File: src/rtl/ghostbus_host_pkg.sv
// Shared definitions for the ghostbus host: FSM state encoding and default widths.
package ghostbus_host_pkg;

  // Host sequencer states
  typedef enum logic [1:0] {
    ST_IDLE  = 2'd0,
    ST_WRITE = 2'd1,
    ST_RWAIT = 2'd2,
    ST_RESP  = 2'd3
  } gb_state_e;

  // Default bus geometry
  localparam int GB_AW_DEF    = 12;
  localparam int GB_DW_DEF    = 32;
  localparam int LENW_DEF     = 8;
  localparam int RD_DELAY_DEF = 1;

  // Width of a counter able to hold 0..max_val (never narrower than one bit)
  function automatic int cnt_width(input int max_val);
    return (max_val < 1) ? 1 : $clog2(max_val + 1);
  endfunction

endpackage

File: src/rtl/ghostbus_host.sv
// Ghostbus initiator: turns a valid/ready command stream into single or
// auto-incrementing bus cycles and returns one response per read beat or a
// single ack per write command.
module ghostbus_host
  import ghostbus_host_pkg::*;
#(
  parameter int GB_AW    = GB_AW_DEF,
  parameter int GB_DW    = GB_DW_DEF,
  parameter int LENW     = LENW_DEF,
  parameter int RD_DELAY = RD_DELAY_DEF
) (
  input  logic             gb_clk,
  input  logic             gb_rst,
  // command stream
  input  logic             cmd_valid,
  output logic             cmd_ready,
  input  logic             cmd_we,
  input  logic [GB_AW-1:0] cmd_addr,
  input  logic [GB_DW-1:0] cmd_wdata,
  input  logic [LENW-1:0]  cmd_len,
  // response stream
  output logic             rsp_valid,
  input  logic             rsp_ready,
  output logic [GB_DW-1:0] rsp_rdata,
  output logic             rsp_we,
  output logic             rsp_last,
  // ghostbus
  output logic [GB_AW-1:0] gb_addr,
  output logic [GB_DW-1:0] gb_dout,
  output logic             gb_we,
  input  logic [GB_DW-1:0] gb_din
);

  localparam int DLYW = cnt_width(RD_DELAY);
  localparam logic [DLYW-1:0] DLY_END = DLYW'(RD_DELAY);

  gb_state_e        state_q;
  logic [GB_AW-1:0] gb_addr_q;
  logic [GB_DW-1:0] gb_dout_q;
  logic             gb_we_q;
  logic [LENW-1:0]  beat_q;
  logic [DLYW-1:0]  dly_q;
  logic             rsp_valid_q;
  logic [GB_DW-1:0] rsp_rdata_q;
  logic             rsp_we_q;
  logic             rsp_last_q;

  // Next-value helpers; address arithmetic wraps naturally at 2^GB_AW
  logic [GB_AW-1:0] addr_inc_d;
  logic [LENW-1:0]  beat_dec_d;
  logic [DLYW-1:0]  dly_inc_d;
  logic             beat_zero;

  assign addr_inc_d = gb_addr_q + GB_AW'(1);
  assign beat_dec_d = beat_q - LENW'(1);
  assign dly_inc_d  = dly_q + DLYW'(1);
  assign beat_zero  = (beat_q == '0);

  // Sequencer: all bus and response outputs are registered here
  always_ff @(posedge gb_clk or posedge gb_rst) begin
    if (gb_rst) begin
      state_q     <= ST_IDLE;
      gb_addr_q   <= '0;
      gb_dout_q   <= '0;
      gb_we_q     <= 1'b0;
      beat_q      <= '0;
      dly_q       <= '0;
      rsp_valid_q <= 1'b0;
      rsp_rdata_q <= '0;
      rsp_we_q    <= 1'b0;
      rsp_last_q  <= 1'b0;
    end else begin
      case (state_q)
        ST_IDLE: begin
          // cmd_ready is high in IDLE, so cmd_valid alone is the handshake
          if (cmd_valid) begin
            gb_addr_q <= cmd_addr;
            beat_q    <= cmd_len;
            dly_q     <= '0;
            if (cmd_we) begin
              gb_dout_q <= cmd_wdata;
              gb_we_q   <= 1'b1;
              state_q   <= ST_WRITE;
            end else begin
              state_q   <= ST_RWAIT;
            end
          end
        end

        ST_WRITE: begin
          // One bus write per cycle; the same data is replicated to every beat
          if (beat_zero) begin
            gb_we_q     <= 1'b0;
            rsp_valid_q <= 1'b1;
            rsp_we_q    <= 1'b1;
            rsp_last_q  <= 1'b1;
            rsp_rdata_q <= '0;
            state_q     <= ST_RESP;
          end else begin
            beat_q    <= beat_dec_d;
            gb_addr_q <= addr_inc_d;
          end
        end

        ST_RWAIT: begin
          // Address is held RD_DELAY+1 cycles; capture at the end of the last one
          if (dly_q == DLY_END) begin
            rsp_rdata_q <= gb_din;
            rsp_valid_q <= 1'b1;
            rsp_we_q    <= 1'b0;
            rsp_last_q  <= beat_zero;
            state_q     <= ST_RESP;
          end else begin
            dly_q <= dly_inc_d;
          end
        end

        ST_RESP: begin
          // Response fields stay frozen until the consumer takes them
          if (rsp_ready) begin
            rsp_valid_q <= 1'b0;
            if (!beat_zero) begin
              beat_q    <= beat_dec_d;
              gb_addr_q <= addr_inc_d;
              dly_q     <= '0;
              state_q   <= ST_RWAIT;
            end else begin
              state_q   <= ST_IDLE;
            end
          end
        end

        default: begin
          gb_we_q <= 1'b0;
          state_q <= ST_IDLE;
        end
      endcase
    end
  end

  assign cmd_ready = (state_q == ST_IDLE);
  assign gb_addr   = gb_addr_q;
  assign gb_dout   = gb_dout_q;
  assign gb_we     = gb_we_q;
  assign rsp_valid = rsp_valid_q;
  assign rsp_rdata = rsp_rdata_q;
  assign rsp_we    = rsp_we_q;
  assign rsp_last  = rsp_last_q;

endmodule
File: config.mk
export PLATFORM = sky130hd
export DESIGN_NAME = ghostbus_host
export DESIGN_NICKNAME = d
export VERILOG_FILES = /design/src/rtl/ghostbus_host_pkg.sv /design/src/rtl/ghostbus_host.sv
export SDC_FILE = /design/constraint.sdc
export NUM_CORES = 1
export LEC_CHECK = 0
export CAP_MARGIN = 0
export CORE_UTILIZATION = 60
export DETAILED_ROUTE_END_ITERATION = 6
export DONT_BUFFER_PORTS = 1
export PLACE_DENSITY = 0.72
export SYNTH_ARGS = -nofsm -noshare
export SYNTH_HDL_FRONTEND = slang
export SYNTH_SLANG_ARGS = --single-unit
File: constraint.sdc
create_clock -name gb_clk -period 3.6 [get_ports gb_clk]
set_input_delay 0.54 -clock gb_clk [delete_from_list [all_inputs] [get_ports gb_clk]]
set_output_delay 0.54 -clock gb_clk [all_outputs]
set_load 0.02 [all_outputs]
==> impl_metrics.env, run 1 <==
export IMPL_slew_headroom_pct=28.06
export IMPL_irDropWorstVdd_uv=536.9
export IMPL_p_total_mw=5.058
export IMPL_fmaxAchievable_ghz=0.3698
export IMPL_post_dp_hpwl_mm=6.420
export IMPL_worstSetupPathType="flop to flop"
export IMPL_overflow=0
export IMPL_ys_warn_count=0
export IMPL_final_cell_mix="91 x dfrtp_1, 35 x mux2_2, 33 x a22o_1, 20 x a21oi_1, 16 x nand2_1"
export IMPL_grt_max_degree=40
export IMPL_synth_area_sq_um=4025
export IMPL_die_y_um=83.91
export IMPL_fin_crit_sh_pct=75.11
export IMPL_design_core_area_sq_um=6422
export IMPL_slowest_stage="nand2_1"
export IMPL_firstDrtPassIters=6
export IMPL_drv_slew=0
export IMPL_slowest_delay_ns=0.64
export IMPL_via_count=2800
export IMPL_clkSinkCount=91
export IMPL_cts_buffer_depth=2
export IMPL_cp_arrival_ns=2.94
export IMPL_postCtsSetupBuffers=0
export IMPL_num_rows=29
export IMPL_synth_top_family_by_area="compound AO/OA/AOI/OAI gates"
export IMPL_die_x_um=83.91
export IMPL_pwr_share_seq_pct=49.7
export IMPL_ff2ff_path_depth=6
export IMPL_drtAntennaViolNets=0
export IMPL_grt_pass1_wl_mm=14.55
export IMPL_place_congestion=0.8378
export IMPL_crit_fanout=33
export IMPL_synthMuxAreaShare_pct=10.29
export IMPL_cts_repair_resized=0
export IMPL_tightest_slew_ns=1.076
export IMPL_drtIter0Drc=145
export IMPL_rr_startpoint="beat_q[0]"
export IMPL_setup_viol=0
export IMPL_yosysTopAreaCell="dfrtp_1"
export IMPL_drive_above_1_share_pct=18.95
export IMPL_comb_power_share_pct=33.7
export IMPL_synth_edf_count=0
export IMPL_synth_top_area_share_pct=56.57
export IMPL_nFillCells=510
export IMPL_cp_num_cells=6
export IMPL_cp_start_kind="flop"
export IMPL_reg2reg_to="rsp_rdata[20]"
export IMPL_period_needed_ns=2.704
export IMPL_finalHoldViolations=0
export IMPL_path_clk_slew_ns=0.09
export IMPL_cts_made_buffers=9
export IMPL_p_int_mw=2.780
export IMPL_final_common_cell="dfrtp_1"
export IMPL_cp_required_ns=3.84
export IMPL_grt_usage_pct=26.52
export IMPL_synth_avg_cell_area_sq_um=11.87
export IMPL_holdBufCountCts=0
export IMPL_p_leak_nw=1.936
export IMPL_ys_ff_latch=91
export IMPL_wl_per_cell_um=21.53
export IMPL_start_util_pct=62.67
export IMPL_htree_levels=3
export IMPL_syn_to_final_growth_pct=7.554
export IMPL_cp_cell_sequence="inv_1 > ha_1 > or4b_4 > o21ai_2 > nand2_1 > a22o_1"
export IMPL_power_switching_mw=2.277
export IMPL_syn_num_nets=435
export IMPL_die_area_sq_um=7040
export IMPL_clkPwrFrac_pct=16.6
export IMPL_cts_root_buffer="clkbuf_8"
export IMPL_critPathTopFamily="simple AND/OR/NAND/NOR gates"
export IMPL_finalSetupTns_ns=0
export IMPL_grt_pass1_vias=2775
export IMPL_async_flop_share_pct=100.0
export IMPL_synth_compound_gate_area_share_pct=19.68
export IMPL_clk_latency_ns=0.36
export IMPL_powerDensity_nw_per_um2=1168
export IMPL_rsz0062_at_grt="no"
export IMPL_switching_share_pct=45.03
export IMPL_syn_inst=339
export IMPL_fin_nets=434
export IMPL_synthXorXnorAreaFrac_pct=0
export IMPL_synthSimpleGateAreaFrac_pct=7.523
export IMPL_ios=170
export IMPL_cp_end_kind="flop"
export IMPL_dominantRegCellSynth="dfrtp_1"
export IMPL_status="finished, violations left"
export IMPL_violations="design-rule violations"
export IMPL_ys_types=42
export IMPL_path_buf_inv=1
export IMPL_vias_per_cell=6.651
export IMPL_routed_wl_mm=9.065
export IMPL_port_buffers=0
export IMPL_tritoncts="yes"
export IMPL_drv_cap=0
export IMPL_finClkSkew_ns=0.007404
export IMPL_drc=30
export IMPL_synth_seq_area_share_pct=56.57
export IMPL_antenna_found_initial=1
export IMPL_synthAdderAreaFrac_pct=2.176
export IMPL_hp_class="input pin to asynchronous set/reset pin"
export IMPL_r2r_setup_slack_ns=0.90
export IMPL_netlist_top_cells_area="dfrtp_1 57%, mux2_2 9.8%, a22o_1 7.2%"
## cell type report
cell class / instances / area, sq um / share of cell area (%)
Antenna cell: 1 / 2.502 / 0.05780
Clock buffer: 11 / 141.4 / 3.266
Clock inverter: 5 / 107.6 / 2.486
Inverter: 13 / 50.05 / 1.156
Multi-Input combinational cell: 216 / 1602 / 36.99
Sequential cell: 91 / 2277 / 52.60
Tap cell: 77 / 96.34 / 2.225
Timing Repair Buffer: 7 / 52.55 / 1.214
## sequential cells by signal (all words and copies together), names as in the netlist
register	flops
rsp_last	1
rsp_we	1
dly_q	1
gb_dout	32
beat_q	8
gb_addr	12
rsp_rdata	32
rsp_valid	1
gb_we	1
state_q	2
## per-stage QoR
step	util (%)	instances	hold WS, ns	area [sq um]	worst slack, ns
after floorplan	-	339	0.4818	4025	0.6964
after global placement	63.49	404	0.5028	4078	1.052
after detailed placement	63.49	404	0.5139	4078	0.9369
after CTS	67.37	420	0.1359	4327	0.9069
after global routing	67.41	421	0.1720	4329	0.6879
final	67.41	421	0.1296	4329	0.8961
## synth_stat cells (3+ instances only)
library cell,instances
dfrtp_1,91
mux2_2,35
a22o_1,33
a21oi_1,20
nand2_1,16
a31oi_1,15
inv_1,13
o21ai_0,12
nand3_1,11
clkbuf_1,10
o22ai_1,9
o31ai_1,9
nor2_1,8
ha_1,7
buf_2,4
nand2b_1,4
nor3_1,4
a211oi_1,3
buf_6,3
or2_2,3
or3_1,3
## layer usage
layer	wire, um	GRT usage, %
met5	0	0
met1	3560	34.07
met3	689	6.726
met2	4595	41.95
met4	220	13.32
## how the worst max path moves through the flow
stage / from / to / slack, ns
2_1_floorplan: gb_rst / beat_q[0] / 0.70
5_1_grt: beat_q[0] / rsp_rdata[9] / 0.69
3_3_place_gp: beat_q[0] / rsp_rdata[11] / 1.05
3_5_place_dp: beat_q[0] / rsp_rdata[10] / 0.94
4_1_cts: beat_q[0] / rsp_rdata[1] / 0.91
6_report: beat_q[0] / rsp_rdata[20] / 0.90
## power by group through the flow
stage,clock network [mW],registers [mW],logic [mW]
finish,0.840,2.51,1.70
global route,0.900,2.57,1.90
CTS,0.862,2.52,1.70
detailed placement,0,2.54,1.69
global placement,0,2.52,1.62
floorplan,0,2.39,1.43
## logic make-up (layout without fill, tap and decap cells)
logic type / after synthesis / in the layout
AND/OR/NAND/NOR: 59 / 59
buffers and inverters: 32 / 36
multiplexers: 37 / 37
adder cells (fa/ha/maj): 7 / 7
flip-flops: 91 / 91
AO/OA/AOI/OAI: 113 / 113
other: 0 / 1
(Power assumes the default switching activity.)
==> inputs of run 2 (changes only) <==
- CORE_UTILIZATION: 60 -> 57
- PLACE_DENSITY: 0.72 -> 0.71
- clock period: 3.6 -> 2.3 ns (I/O delays scaled with it)
==> run 2 against run 1 <==
Sequential share of layout area down 0.44 points. The run now ends clean. Via count rose by 1.6%. Clock power rose by 15%. Critical endpoint is now gb_addr[7]. Critical path depth decreased by 1. Worst setup slack lost 0.75 ns. Maximum frequency up 26%.
==> impl_metrics.env, run 2 (synthesis results as in run 1) <==
export IMPL_die_y_um=86.04
export IMPL_cp_start_kind="flop"
export IMPL_slowest_delay_ns=0.66
export IMPL_path_clk_slew_ns=0.09
export IMPL_multiInputGateArea_sq_um=1597
export IMPL_via_count=2845
export IMPL_cp_required_ns=2.59
export IMPL_fin_hold_ws_ns=0.1094
export IMPL_hp_class="input pin to flop"
export IMPL_fin_crit_sh_pct=93.45
export IMPL_die_x_um=86.04
export IMPL_regArea_sq_um=2277
export IMPL_cts_root_buffer="clkbuf_8"
export IMPL_cp_end_kind="flop"
export IMPL_place_congestion=0.8412
export IMPL_slowest_stage="nor2_1"
export IMPL_finalSetupTns_ns=0
export IMPL_htree_levels=3
export IMPL_final_common_cell="dfrtp_1"
export IMPL_port_buffers=0
export IMPL_tritoncts="yes"
export IMPL_fin_nets=445
export IMPL_cts_made_buffers=9
export IMPL_antenna_found_initial=0
export IMPL_period_needed_ns=2.149
export IMPL_drv_slew=0
export IMPL_ios=170
export IMPL_start_util_pct=59.24
export IMPL_p_leak_nw=1.944
export IMPL_cts_repair_resized=0
export IMPL_tightest_slew_ns=0.8069
export IMPL_diodes=0
export IMPL_drc=0
export IMPL_cp_cell_sequence="ha_1 > nor2_1 > or3_1 > o22ai_1 > a21oi_1"
export IMPL_grt_usage_pct=24.15
export IMPL_finClkSkew_ns=0.008511
export IMPL_drv_cap=0
export IMPL_status="completed"
export IMPL_syn_to_final_growth_pct=8.455
export IMPL_worstSetupPathType="flop to flop"
export IMPL_cts_buffer_depth=2
export IMPL_drtAntennaViolNets=0
export IMPL_post_dp_hpwl_mm=6.380
export IMPL_wl_per_cell_um=19.76
export IMPL_grt_max_degree=40
export IMPL_nFillCells=527
export IMPL_rsz0062_at_grt="no"
export IMPL_drive_above_1_share_pct=20.62
export IMPL_design_core_area_sq_um=6794
export IMPL_clk_latency_ns=0.36
export IMPL_vias_per_cell=6.322
export IMPL_num_rows=30
export IMPL_grt_pass1_vias=2683
export IMPL_overflow=0
export IMPL_finalHoldViolations=0
export IMPL_crit_fanout=13
export IMPL_die_area_sq_um=7402
export IMPL_irDropWorstVdd_uv=670.9
export IMPL_fmaxAchievable_ghz=0.4653
export IMPL_cp_arrival_ns=2.44
export IMPL_drtIter0Drc=99
export IMPL_path_buf_inv=0
export IMPL_grt_pass1_wl_mm=13.69
export IMPL_final_cell_mix="91 x dfrtp_1, 35 x mux2_2, 33 x a22o_1, 20 x a21oi_1"
export IMPL_powerDensity_nw_per_um2=1755
export IMPL_slew_headroom_pct=46.01
export IMPL_routed_wl_mm=8.890
export IMPL_critPathTopFamily="simple AND/OR/NAND/NOR gates"
export IMPL_clkSinkCount=91
export IMPL_setup_viol=0
export IMPL_firstDrtPassIters=4
## run 2: final cells by class
cell class                 instances  area share [%]
sequential                        91           52.16
multi-input combinational        216           36.57
timing repair buffer              18           3.439
clock buffer                      11           3.009
tap                               96           2.751
inverter                          13           1.204
clock inverter                     5          0.8598
## run 2: timing repair
item / in CTS / in global routing
hold buffers: 1 / 0
setup endpoints to repair: 0 / 0
setup buffers: 0 / 0
endpoints found under the hold margin: 29 / 0
## run 2: per-layer routing
metal / share of wire (%) / global-route usage [%]
met3: 8.0 / 7.026
met4: 2.1 / 10.30
met1: 41 / 31.21
met5: 0 / 0
met2: 49 / 38.17
## run 2: where the power goes
group	leakage (nW)	switching (mW)	internal (mW)
clock network	0.0803	0.568	0.399
logic	0.748	1.47	1.29
registers	1.12	1.54	2.40
total	1.94	3.58	4.09
## run 2: final timing paths
check / start / to / slack (ns) / cells after the start
max: state_q[0] / gb_addr[7] / 0.15 / 5
min: gb_din[26] / rsp_rdata[26] / 0.11 / 1
max reg2reg: state_q[0] / gb_addr[7] / 0.15 / 5
min reg2reg: beat_q[4] / beat_q[4] / 0.54 / 2
max in group asynchronous: gb_rst / rsp_rdata[7] / 1.05 / 3
min in group asynchronous: gb_rst / gb_dout[12] / 0.55 / 2
## run 2: stage by stage
stage	power [mW]	cells	util [%]	instance area [sq um]	worst slack [ns]
4_1_cts	7.694	450	64.25	4365	0.1633
5_1_grt	8.163	450	64.25	4365	0.04057
2_1_floorplan	5.988	339	-	4029	0.3444
3_3_place_gp	6.609	433	61.62	4187	0.2386
6_report	7.662	450	64.25	4365	0.1507
3_5_place_dp	6.709	433	61.62	4187	0.1752
